### config.mk
export PLATFORM = sky130hd
export DESIGN_NAME = router_sync_n
export DESIGN_NICKNAME = d
export VERILOG_FILES = /design/src/rtl/router_pkg.sv /design/src/rtl/router_sync_timer.sv /design/src/rtl/router_sync_n.sv
export SDC_FILE = /design/constraint.sdc
export NUM_CORES = 1
export LEC_CHECK = 0
export CORE_MARGIN = 2
export CORE_UTILIZATION = 60
export DETAILED_ROUTE_END_ITERATION = 6
export DONT_BUFFER_PORTS = 1
export MAX_ROUTING_LAYER = met4
export PLACE_DENSITY_LB_ADDON = 0.1
export RECOVER_POWER = 25
export SLEW_MARGIN = 10
export SYNTH_ARGS = -nofsm -noshare
export SYNTH_HDL_FRONTEND = slang
export SYNTH_SLANG_ARGS = --single-unit
### constraint.sdc
create_clock -name clock -period 1.8 [get_ports clock]
set_input_delay 0.36 -clock clock [delete_from_list [all_inputs] [get_ports clock]]
set_output_delay 0.36 -clock clock [all_outputs]
set_load 0.01 [all_outputs]
### src/rtl/router_pkg.sv
// Shared types and default constants for the packet router write-steering
// and read-timeout controller.
package router_pkg;

    // Per-channel read-timeout timer states
    typedef enum logic [1:0] {
        IDLE  = 2'd0,
        COUNT = 2'd1,
        FLUSH = 2'd2
    } tmr_state_t;

    localparam int ROUTER_NUM_CH   = 3;
    localparam int ROUTER_TIMEOUT  = 30;

endpackage

### src/rtl/router_sync_timer.sv
// Read-timeout timer for one output channel. Counts consecutive cycles in
// which the channel holds valid data that nobody reads, and issues a single
// cycle soft_reset pulse once that run reaches TIMEOUT cycles.
module router_sync_timer
    import router_pkg::*;
#(
    parameter int TIMEOUT = ROUTER_TIMEOUT,
    parameter int CNT_W   = 5
) (
    input  logic clock,
    input  logic resetn,
    input  logic vld,
    input  logic rd,
    output logic soft_reset
);

    localparam logic [CNT_W-1:0] LAST = CNT_W'(TIMEOUT - 1);
    localparam logic [CNT_W-1:0] ONE  = CNT_W'(1);

    tmr_state_t       state;
    logic [CNT_W-1:0] count;

    // Timer FSM; soft_reset is registered so it is high exactly while in FLUSH
    always_ff @(posedge clock) begin
        if (!resetn) begin
            state      <= IDLE;
            count      <= '0;
            soft_reset <= 1'b0;
        end else begin
            soft_reset <= 1'b0;
            case (state)
                IDLE: begin
                    if (vld && !rd) begin
                        state <= COUNT;
                        count <= ONE;
                    end else begin
                        count <= '0;
                    end
                end
                COUNT: begin
                    if (!vld) begin
                        state <= IDLE;
                        count <= '0;
                    end else if (rd) begin
                        // a read restarts the window; this cycle is not counted
                        count <= '0;
                    end else if (count == LAST) begin
                        state      <= FLUSH;
                        count      <= '0;
                        soft_reset <= 1'b1;
                    end else begin
                        count <= count + ONE;
                    end
                end
                FLUSH: begin
                    if (vld && !rd) begin
                        state <= COUNT;
                        count <= ONE;
                    end else begin
                        state <= IDLE;
                        count <= '0;
                    end
                end
                default: begin
                    state <= IDLE;
                    count <= '0;
                end
            endcase
        end
    end

endmodule

### src/rtl/router_sync_n.sv
// Write-steering and read-timeout controller for the packet router.
// Latches the header address, steers the FSM write request to one output
// FIFO, muxes that FIFO's full flag back, and runs one timeout timer per
// channel. Misaddressed packets never write and never report full, so the
// FSM can drain them without stalling.
module router_sync_n
    import router_pkg::*;
#(
    parameter int NUM_CH  = ROUTER_NUM_CH,
    parameter int ADDR_W  = 2,
    parameter int TIMEOUT = ROUTER_TIMEOUT,
    parameter int CNT_W   = 5
) (
    input  logic              clock,
    input  logic              resetn,
    input  logic              detect_add,
    input  logic [ADDR_W-1:0] data_in,
    input  logic              write_enb_reg,
    input  logic [NUM_CH-1:0] empty,
    input  logic [NUM_CH-1:0] full,
    input  logic [NUM_CH-1:0] read_enb,
    output logic [NUM_CH-1:0] write_enb,
    output logic              fifo_full,
    output logic [NUM_CH-1:0] vld_out,
    output logic [NUM_CH-1:0] soft_reset,
    output logic              addr_err
);

    // One extra bit so the range check works when NUM_CH == 2**ADDR_W
    localparam logic [ADDR_W:0] NUM_CH_X = (ADDR_W + 1)'(NUM_CH);

    logic [ADDR_W-1:0] addr;

    // Address latch; locked while a packet is being written
    always_ff @(posedge clock) begin
        if (!resetn) begin
            addr     <= '0;
            addr_err <= 1'b0;
        end else if (detect_add && !write_enb_reg) begin
            addr     <= data_in;
            addr_err <= ({1'b0, data_in} >= NUM_CH_X);
        end
    end

    // One-hot write decode and full-flag mux for the latched address
    always_comb begin
        write_enb = '0;
        fifo_full = 1'b0;
        for (int i = 0; i < NUM_CH; i++) begin
            if (addr == ADDR_W'(i)) begin
                write_enb[i] = write_enb_reg && !addr_err;
                fifo_full    = full[i] && !addr_err;
            end
        end
    end

    assign vld_out = ~empty;

    genvar g;
    generate
        for (g = 0; g < NUM_CH; g++) begin : g_timer
            router_sync_timer #(
                .TIMEOUT (TIMEOUT),
                .CNT_W   (CNT_W)
            ) u_timer (
                .clock      (clock),
                .resetn     (resetn),
                .vld        (vld_out[g]),
                .rd         (read_enb[g]),
                .soft_reset (soft_reset[g])
            );
        end
    endgenerate

endmodule
==> out/qor.yml <==
status: "finished clean"
tns_ns: 0
critPathArrivalTime_ns: 1.26
drtPass1Iterations: 4
crit_required_ns: 1.44
areaGrowthSynthToFinish_pct: 1.262
cts_root_buf: "clkbuf_4"
die_h_um: 48.53
diodes: 0
post_cts_buffers: 0
power_density_nw_per_um2: 761.7
pre_cts_ws_ns: 0.5519
drv_cap: 0
final_cell_mix: "dfxtp_1, nor2_1, nand3_1"
cts_sinks: 27
die_area_um2: 2355
drc_errors: 0
ys_seq_area_frac: 0.4543
crit_chain: "nand2b_1 -> nor3b_1"
die_w_um: 48.53
fin_crit_sh: 0.8981
grt_overflow_total: 0
setup.worst_path.end_class: "primary output"
post_dp_cell_area_um2: 1179
rows: 16
syn_inst: 124
final_cell_area_um2: 1205
hold_path_class: "in2reg"
slew_headroom: 0.7380
rsz0062_at_grt: "false"
via_count: 807
crit_buf_inv: 0
grt_pass1_wl_um: 3105
p_comb_frac: 0.052
core_area_um2: 1922
yosys_warnings: 0
critPathLaunchType: "flop"
clock_skew_ns: 0.001280
dp_cells: 145
fin_ws_ns: 0.1835
first_iter_violations: 9
synth.cell_area_um2: 1190
layout_commonest_cell: "dfxtp_1"
grt_usage: 0.1721
ys_seq_elements: 27
ctsHoldBuffers: 0
wire_per_inst_um: 11.38
io_pins: 26
total_power_w: 0.0009177
antenna_found_initial: 0
clkTransAtPathRegs_ns: 0.13
synth_cell_type_count: 30
yosys.area.top_type: "dfxtp_1"
drt_wl_total_um: 1695
synth_top_area_share: 0.4543
grt_pass1_vias: 741
hold_viol: 0
cts_tree: "built"
fin_crit_ns: 1.617
cts-resized-gates: 0
switching_power_w: 0.0002014
port_buffers: 0
place.detailed.hpwl_um: 1272
nets: 144
place.gp.congestion: 0.7948
power_frac_seq: 0.673
cts_made_buffers: 3
start_util: 0.6191
p_sw_frac: 0.2195
slowest_delay_ns: 0.38
layout-drive-gt1-share: 0.08197
synth.area.top_cells: "dfxtp_1, nor2_1, ha_1"
syn_avg_cell_area_um2: 9.596
p_leak_nw: 0.4345
pwr-share-clk: 0.275
p_int_w: 0.0007163
postSynth.asyncResetShare: 0
routed_via_density: 5.416
instances_no_fill: 149
clockBufferDepth: 2
cp_slowest_cell: "dfxtp_1"
cp_max_fo: 4
synth_edf_count: 0
slew_violations: 0
peakVddDrop_v: 0.0003702
syn_nets: 145
cts.htree.levels: 1
setup_viol: 0
clk_latency_ns: 0.31
fmax_ghz: 0.6186
worst_pin_slew_ns: 0.3922
grt_max_degree: 15
ant_nets: 0
crit_family: "simple AND/OR/NAND/NOR gates"
ys.flop_type: "dfxtp_1"
crit_type: "reg2out"
[power groups by stage]
stage	combinational, W	sequential [W]	clock (W)
6_report	0.0000473	0.000618	0.000253
5_1_grt	0.0000542	0.000620	0.000281
4_1_cts	0.0000483	0.000618	0.000263
3_5_place_dp	0.0000477	0.000631	0
3_3_place_gp	0.0000473	0.000630	0
2_1_floorplan	0.0000472	0.000628	0
[area by class of cell]
class | count | area (um2)
Inverter | 8 | 30.03
Fill cell | 182 | 716.9
Sequential cell | 27 | 540.5
Tap cell | 27 | 33.78
Clock buffer | 4 | 26.28
Multi-Input combinational cell | 83 | 574.3
[logic make-up after synthesis]
kind of cell | count (synthesis) | synth area share
AND/OR/NAND/NOR | 54 | 0.2587
flip-flops | 27 | 0.4543
buffers and inverters | 14 | 0.06309
AO/OA/AOI/OAI | 11 | 0.06940
XOR/XNOR | 9 | 0.06625
adder cells (fa/ha/maj) | 6 | 0.06309
multiplexers | 3 | 0.02524
[flip-flops by register name (all words and copies together), names as in the netlist]
signal,flops
g_timer.u_timer.count,15
g_timer.u_timer.soft_reset,3
addr_err,1
addr,2
g_timer.u_timer.state,6
[final timing paths]
kind | startpoint | end | slack [ns] | cells past startpoint
max | addr_err$_SDFFE_PN0P_ | write_enb[1] | 0.18 | 2
min | empty[1] | g_timer[1].u_timer.state[0]$_SDFFE_PN0P_ | 0.1 | 1
max reg2reg | g_timer[0].u_timer.count[0]$_SDFF_PN0_ | g_timer[0].u_timer.state[0]$_SDFFE_PN0P_ | 0.61 | 4
min reg2reg | g_timer[2].u_timer.state[0]$_SDFFE_PN0P_ | g_timer[2].u_timer.state[0]$_SDFFE_PN0P_ | 0.48 | 1
[stage by stage]
step | util | hold WS (ns)
2_1_floorplan | - | 0.4309
3_3_place_gp | 0.6133 | 0.4405
3_5_place_dp | 0.6133 | 0.4411
4_1_cts | 0.6270 | 0.09068
5_1_grt | 0.6270 | 0.08095
6_report | 0.6270 | 0.09746
[cells in the mapped netlist, types with 3 or more instances]
cell     number
buf_4         6
dfxtp_1      27
ha_1          6
inv_1         8
mux2i_1       3
nand2_1       4
nand3_1       9
nand4_1       3
nor2_1       21
nor2b_1       3
xnor2_1       3
xor2_1        6
[worst reg2reg max path: stages (launching register included)]
cell and delay [ns]:
dfxtp_1 0.40, ha_1 0.16, nand4_1 0.18, o2111ai_1 0.25
o41ai_1 0.10
[per-layer routing]
layer / wire length [um] / track usage
met5: 0 / -
met4: 27 / 0.07143
met3: 65 / 0.04630
met2: 794 / 0.2639
met1: 808 / 0.2169
(Power assumes the default switching activity.)
